==> src/rtl/varredura_display_if.sv <==
// Digit/strobe inputs and scan outputs of the multiplexed seven-segment driver.
// The master drives the digits; the slave, the display driver, produces the anode and segment lines.
interface varredura_display_if;
    logic [3:0] dezemilhar;
    logic [3:0] milhar;
    logic [3:0] centena;
    logic [3:0] dezena;
    logic [3:0] unidade;
    logic       atualizar;
    logic       apagar_zeros;
    logic [4:0] an;
    logic [6:0] seg;
    logic       quadro_fim;

    modport master (
        output dezemilhar, milhar, centena, dezena, unidade, atualizar, apagar_zeros,
        input  an, seg, quadro_fim
    );

    modport slave (
        input  dezemilhar, milhar, centena, dezena, unidade, atualizar, apagar_zeros,
        output an, seg, quadro_fim
    );
endinterface

==> src/rtl/varredura_display.sv <==
// Five-digit multiplexed seven-segment driver (active-low) with a frame-aligned shadow buffer
// and optional leading-zero blanking.
module varredura_display #(
    parameter int DIVISOR = 50000
) (
    input  logic                 clk,
    input  logic                 rst,
    varredura_display_if.slave   bus
);
    localparam int CW = $clog2(DIVISOR);
    localparam logic [CW-1:0] CNT_MAX = CW'(DIVISOR - 1);

    logic [CW-1:0]     cnt;
    logic [2:0]        idx;
    logic [4:0][3:0]   shadow;
    logic [4:0][3:0]   exib;
    logic              pendente;
    logic              quadro_fim_r;
    logic              tick;
    logic              fronteira;
    logic              blank;
    logic [3:0]        dig;

    // Lit pattern bit0=a .. bit6=g (1 = lit), returned inverted for the active-low pins.
    function automatic logic [6:0] seg7(input logic [3:0] v);
        logic [6:0] lit;
        case (v)
            4'd0:    lit = 7'b0111111;
            4'd1:    lit = 7'b0000110;
            4'd2:    lit = 7'b1011011;
            4'd3:    lit = 7'b1001111;
            4'd4:    lit = 7'b1100110;
            4'd5:    lit = 7'b1101101;
            4'd6:    lit = 7'b1111101;
            4'd7:    lit = 7'b0000111;
            4'd8:    lit = 7'b1111111;
            4'd9:    lit = 7'b1101111;
            default: lit = 7'b1000000;
        endcase
        return ~lit;
    endfunction

    assign tick      = (cnt == CNT_MAX);
    assign fronteira = tick && (idx == 3'd4);

    always_ff @(posedge clk or posedge rst) begin
        if (rst) begin
            cnt          <= '0;
            idx          <= 3'd0;
            shadow       <= '0;
            exib         <= '0;
            pendente     <= 1'b0;
            quadro_fim_r <= 1'b0;
        end else begin
            cnt          <= tick ? '0 : cnt + 1'b1;
            quadro_fim_r <= fronteira;
            if (tick)
                idx <= (idx == 3'd4) ? 3'd0 : idx + 3'd1;
            if (fronteira && pendente) begin
                exib     <= shadow;
                pendente <= 1'b0;
            end
            // A strobe on the boundary cycle refills shadow and keeps the update pending.
            if (bus.atualizar) begin
                shadow   <= {bus.dezemilhar, bus.milhar, bus.centena, bus.dezena, bus.unidade};
                pendente <= 1'b1;
            end
        end
    end

    always_comb begin
        dig   = exib[idx];
        blank = bus.apagar_zeros && (idx != 3'd0);
        for (int k = 0; k < 5; k++)
            if ((k >= int'(idx)) && (exib[k] != 4'd0))
                blank = 1'b0;
        bus.seg = blank ? 7'b1111111 : seg7(dig);
        bus.an  = ~(5'b00001 << idx);
    end

    assign bus.quadro_fim = quadro_fim_r;
endmodule

==> src/flat_wrapper.sv <==
// flat-port wrapper written by rule: the top's interface ports become plain ports
module varredura_display_flat 
#(
    parameter int DIVISOR = 50000
)
  (clk, rst, bus_dezemilhar, bus_milhar, bus_centena, bus_dezena, bus_unidade, bus_atualizar, bus_apagar_zeros, bus_an, bus_seg, bus_quadro_fim);
  varredura_display_if bus_i ();
  input  logic clk;
  input  logic rst;
  input wire logic [$bits(bus_i.dezemilhar)-1:0] bus_dezemilhar;
  input wire logic [$bits(bus_i.milhar)-1:0] bus_milhar;
  input wire logic [$bits(bus_i.centena)-1:0] bus_centena;
  input wire logic [$bits(bus_i.dezena)-1:0] bus_dezena;
  input wire logic [$bits(bus_i.unidade)-1:0] bus_unidade;
  input wire logic [$bits(bus_i.atualizar)-1:0] bus_atualizar;
  input wire logic [$bits(bus_i.apagar_zeros)-1:0] bus_apagar_zeros;
  output wire logic [$bits(bus_i.an)-1:0] bus_an;
  output wire logic [$bits(bus_i.seg)-1:0] bus_seg;
  output wire logic [$bits(bus_i.quadro_fim)-1:0] bus_quadro_fim;
  assign bus_i.dezemilhar = bus_dezemilhar;
  assign bus_i.milhar = bus_milhar;
  assign bus_i.centena = bus_centena;
  assign bus_i.dezena = bus_dezena;
  assign bus_i.unidade = bus_unidade;
  assign bus_i.atualizar = bus_atualizar;
  assign bus_i.apagar_zeros = bus_apagar_zeros;
  assign bus_an = bus_i.an;
  assign bus_seg = bus_i.seg;
  assign bus_quadro_fim = bus_i.quadro_fim;
  varredura_display #(.DIVISOR(DIVISOR)) u_core (.clk(clk), .rst(rst), .bus(bus_i));
endmodule
==> config.mk <==
export PLATFORM = sky130hd
export DESIGN_NAME = varredura_display_flat
export DESIGN_NICKNAME = d
export VERILOG_FILES = /design/src/rtl/varredura_display_if.sv /design/src/rtl/varredura_display.sv /design/src/flat_wrapper.sv
export SDC_FILE = /design/constraint.sdc
export NUM_CORES = 1
export LEC_CHECK = 0
export CORE_MARGIN = 4
export CORE_UTILIZATION = 56
export DETAILED_ROUTE_END_ITERATION = 8
export PLACE_DENSITY_LB_ADDON = 0.2
export SLEW_MARGIN = 10
export SYNTH_ARGS = -nofsm -noshare
export SYNTH_HDL_FRONTEND = slang
export SYNTH_SLANG_ARGS = --single-unit
export TNS_END_PERCENT = 30
==> constraint.sdc <==
create_clock -name clk -period 5.75 [get_ports clk]
set_input_delay 0.575 -clock clk [delete_from_list [all_inputs] [get_ports clk]]
set_output_delay 0.575 -clock clk [all_outputs]
set_load 0.005 [all_outputs]
# Word level (Yosys, flattened, before mapping)

Memories as Yosys holds them, arrays and structs flattened.
Index checks and enable logic that the tools add are counted.

Register bits after elaboration: 61
Bits in read-only memories: 112
Logic and storage cells: 55
Memories kept: 1

Add/sub/neg operators: 2
Order comparisons: 6
Equality and inequality tests: 2
Shifts and indexed selects: 1
Muxes and demuxes: 12
Bitwise gates (word level): 2
Reduce and logical (&&, ||, !) cells: 15

Memory list:

| name             | words | bits a word | rd ports | clocked after memory_dff | write ports | line                    | RTL |
|---|---|---|---|---|---|---|---|
| (name not given) | 16    | 7           | 1        | 0                        | 0           | varredura_display.sv:27 | `case (v)` |

Operator list:

| cell                                                        | number |
|---|---|
| nonzero test 4 bit                                          | 5 |
| adder 16 x 1 -> 16 bit (second input constant)              | 1 |
| equality test 16 bit (second input constant)                | 1 |
| 2-to-1 mux 16 bit                                           | 1 |
| binary-select mux 4 bit (select 3 bit)                      | 1 |
| logical AND 1 bit                                           | 8 |
| 2-to-1 mux 1 bit                                            | 7 |
| 2-to-1 mux 7 bit                                            | 1 |
| inverter 7 bit                                              | 1 |
| >= comparator 1 x 3 -> 1 bit (first input constant)         | 2 |
| >= comparator 2 x 3 -> 1 bit (first input constant)         | 2 |
| inverter 5 bit                                              | 1 |
| << shifter 1 x 3 -> 5 bit (first input constant)            | 1 |
| less-than comparator 3 x 4 -> 1 bit (second input constant) | 1 |
| 2-to-1 mux 4 bit                                            | 1 |
| adder 3 x 1 -> 3 bit (second input constant)                | 1 |
| equality test 3 bit (second input constant)                 | 1 |
| >= comparator 3 bit (first input constant)                  | 1 |
| 2-to-1 mux 3 bit                                            | 1 |
| nonzero test 3 bit                                          | 1 |
| nonzero test 2 bit                                          | 1 |

# Depth between registers and ports, before layout

Depth in word-level cells: 8
Gate-level depth with buffers: 10

# Worst setup path before layout

OpenSTA, ideal clock, no wires.

Path kind: register to output
From: register u_core.idx[1]
To: output bus_seg[3]
Arrival: 2,002 ps
Path slack: 3,173 ps
Stages on the path, launching flop included: 11
Cells stage by stage: dfrtp_1 > clkbuf_1 > mux2i_1 > nor2_1 > a31oi_1 > nor2_1 > a21o_1 > ha_1 > or3_1 > a21oi_1 > o21ai_0

Longest elaborated chain between the ends: 8
Elaborated cells on any way between the ends: 22
Classes of those cells: order compare: 5; mux: 8; bitwise: 1; reduce/logical: 7; memory: 1

Ends and longest elaborated chain:

| element                                                            | line                                             | RTL |
|---|---|---|
| start: declaration                                                 | varredura_display.sv:14                          | `logic [2:0] idx;` |
| start signal: assignment                                           | varredura_display.sv:58                          | `idx <= (idx == 3'd4) ? 3'd0 : idx + 3'd1;` |
| >= comparator 1 x 3 -> 1 bit or nonzero test 3 bit (tied branches) | varredura_display.sv:75, varredura_display.sv:73 |  |
| logical AND 1 bit (on tied branches)                               | varredura_display.sv:75, varredura_display.sv:73 |  |
| 2-to-1 mux 1 bit (5 in series)                                     | varredura_display.sv:75                          | `if ((k >= int'(idx)) && (exib[k] != 4'd0))` |
| 2-to-1 mux 7 bit (*)                                               | varredura_display.sv:77                          | `bus.seg = blank ? 7'b1111111 : seg7(dig);` |
| end: declaration                                                   | flat_wrapper.sv:18                               | `output wire logic [$bits(bus_i.seg)-1:0] bus_seg;` |

Mark *: on every way between the ends. The rest lies on a longest branch, timed or not. The select of a mux whose other input is x is not followed.

# Worst setup path after layout

From: register u_core.idx[0]
To: output bus_seg[1]

The elaborated chain is that of the path after synthesis.

==> results.py <==
metrics = {
    "routing": {
        "firstDrtPassIters": 4,
        "ant_nets": 0,
        "num_vias": 2002,
        "drt_wl_total_um": 5290,
        "routedWlPerCell_um": 14.5,
        "vias_per_cell": 5.48,
        "drt_iter0_drc": 94,
        "drc": 0,
    },
    "power": {
        "worst_ir_drop_vdd_uv": 150,
        "powerDensity_mw_per_mm2": 232,
        "power.total_uw": 839,
        "p_leak_nw": 1.70,
    },
    "synth": {
        "ys_ff_latch": 61,
        "seq_area_frac_synth_pct": 50.3,
        "synth-warning-count": 0,
        "synth.distinct_cells": 39,
        "syn_area_per_cell_um2": 12.0,
        "syn_inst": 252,
        "syn_area_mm2": 0.00303,
        "syn-num-nets": 287,
    },
    "clock_tree": {
        "path_clk_slew_ps": 60,
        "ctsHoldBuffers": 0,
        "cts_made_buffers": 9,
        "h-tree-depth": 3,
        "worstSkewPairLatency_ps": 330,
        "clockRootBuffer": "clkbuf_8",
        "cts_tree": "yes",
        "post_cts_resized": 0,
        "clock_sinks": 61,
        "cts_setup_buffers": 0,
        "cts.path.max_buffers": 2,
    },
    "placed_design": {
        "dp_hpwl_um": 3870,
        "gp_congestion": 0.852,
        "numPortBuffers": 36,
    },
    "cells_and_area": {
        "mostFrequentLayoutCells": "dfrtp_1 (61), clkdlybuf4s50_1 (36), mux2_2 (20), mux2_4 (20), nor2_1 (18)",
        "fin_nets": 326,
        "drive_gt1_share_pct": 19.3,
        "syn_to_final_growth_pct": 19.0,
        "final_common_cell": "dfrtp_1",
        "multi_input_area_mm2": 0.00142,
        "antenna_cells": 0,
        "layout.area.seq_mm2": 0.00153,
        "fillers": 385,
    },
    "floorplan": {
        "initial_core_util_pct": 58.7,
        "num_rows": 26,
        "dieHeight_um": 81.6,
        "coreArea_mm2": 0.00517,
        "die-area_mm2": 0.00666,
        "die_width_um": 81.6,
        "ios": 37,
    },
    "timing": {
        "drv_slew": 0,
        "period_minus_slack_ps": 3730,
        "skew_ps": 6.68,
        "rsz0062_at_grt": "no",
        "slew-limit-headroom_pct": 40.7,
        "tns_ps": 0,
        "worst_slew_pin_slew_ps": 886,
        "setup_viol_count_final": 0,
        "max_freq_mhz": 268,
        "timing.final.crit_share_pct": 64.9,
        "hold_violations": 0,
    },
    "setup_path": {
        "crit_path_end_kind": "primary output",
        "crit_top_cell": "o21ai_0",
        "arrival_ps": 3150,
        "reg2reg_slack_ps": 3120,
        "cp.required_ps": 5180,
        "max_stage_delay_ps": 660,
        "ff2ff_path_depth": 6,
        "r2r_start": "u_core.cnt[0]$_DFF_PP0_",
        "crit_type": "reg2out",
        "r2r-end": "u_core.exib[1]$_DFFE_PP0P_",
        "path_cells": "inv_1 > ha_1 > nor4_1 > nand2_1 > a2111oi_0 > o21ai_0 > o21ai_0 > clkdlybuf4s50_1",
        "crit_path_start": "u_core.idx[0]$_DFFE_PP0N_",
        "cp_max_fo": 14,
        "critPathLaunchType": "register",
        "slowest_stage": "dfrtp_1",
    },
    "grt": {
        "overflow": 0,
        "grt_max_degree": 62,
        "grt_pass1_vias": 1887,
        "grt_pass1_wl_um": 9090,
        "grt_usage_pct": 18.3,
        "antenna_found_initial": 0,
    },
    "worst_hold_path": {
        "hp-start": "u_core.cnt[0]$_DFF_PP0_",
        "hold_path_class": "reg2reg",
        "hold_depth": 1,
        "whs_endpoint": "u_core.cnt[0]$_DFF_PP0_",
    },
    "flow_run": {
        "cap_violations": 0,
    },
    "status": {
        "outcome": "finished, final reports clean",
    },
}
cell type report:
type	count	share of cell area (%)
clock buffer	13	3.85
timing repair buffer	37	10.2
tap	70	2.43
multi-input combinational	172	39.2
clock inverter	2	0.971
sequential	61	42.3
inverter	10	1.04
Yosys cell counts:
library cell  count  area, um^2
a2111oi_0         1        8.76
a21o_1            4        30.0
a21oi_1           5        25.0
a31oi_1           3        18.8
and2_1            1        6.26
and3_1            7        43.8
and3_4            1        11.3
and4_1            1        8.76
and4b_1           1        10.0
buf_2             1        5.00
buf_4             1        7.51
buf_6             2        22.5
clkbuf_1          5        18.8
dfrtp_1          61        1530
ha_1             11         138
inv_1            10        37.5
mux2_2           20         225
mux2_4           20         300
mux2i_1           7        70.1
mux4_2            1        22.5
nand2_1          10        37.5
nand2_2           1        6.26
nand2b_1          1        6.26
nand3_1          13        65.1
nand3b_1          1        7.51
nor2_1           18        67.6
nor2b_1           2        12.5
nor3_1            2        10.0
nor4_1            7        43.8
nor4bb_1          1        10.0
o21a_1            1        7.51
o21ai_0          12        60.1
o21bai_1          1        7.51
o22a_1            1        8.76
o22ai_1           2        12.5
or2_2             1        6.26
or3_1             1        6.26
xnor2_1           8        70.1
xor2_1            6        52.6
sequential cells by signal (all words and copies together) (netlist names):
name,flops
u_core.pendente,1
u_core.exib,20
u_core.cnt,16
u_core.bus.quadro_fim,1
u_core.idx,3
u_core.shadow,20
layer usage:
layer  up-vias  track usage [%]  share of wire, %
met3         9             3.73               4.7
met5         -                0                 0
met4         0             9.47               2.2
met2        43             26.1                45
met1       986             26.3                48
li1        964                -                 -
metrics by stage:
step                hold WS (ps)  area, um^2  setup slack, ps  utilization [%]  cells
floorplan                    447        3030             3170                -    252
global placement             470        3440             2500             66.4    350
detailed placement           485        3440             2390             66.4    350
CTS                          494        3610             2020             69.8    365
global route                 513        3610             1460             69.8    365
finish                       493        3610             2020             69.8    365
critical path, delay by kind of cell, from the launching register on:
kind | cells | cell delay [ps]
AO/OA/AOI/OAI | 3 | 840
adder cells (fa/ha/maj) | 1 | 290
buffers and inverters | 2 | 710
flip-flops | 1 | 660
AND/OR/NAND/NOR | 2 | 330
kinds of logic after synthesis:
family	after synthesis	share of synthesized area (%)
compound gates	30	5.90
mux	48	20.4
fa+ha+maj	11	4.54
buf+inv	19	3.01
flops	61	50.3
xor+xnor	14	4.04
simple gates	69	11.8
power breakdown:
group | switching, mW | internal (mW)
sequential | 0.00720 | 0.443
combinational | 0.0151 | 0.0271
clock | 0.148 | 0.198
worst max-delay path by stage:
stage / to / depth (start not counted)
floorplan: bus_seg[3] / 10
global route: bus_seg[2] / 8
detailed placement: bus_seg[1] / 8
global placement: bus_seg[0] / 8
CTS: bus_seg[1] / 8
finish: bus_seg[1] / 8
(Power assumes the default switching activity.)
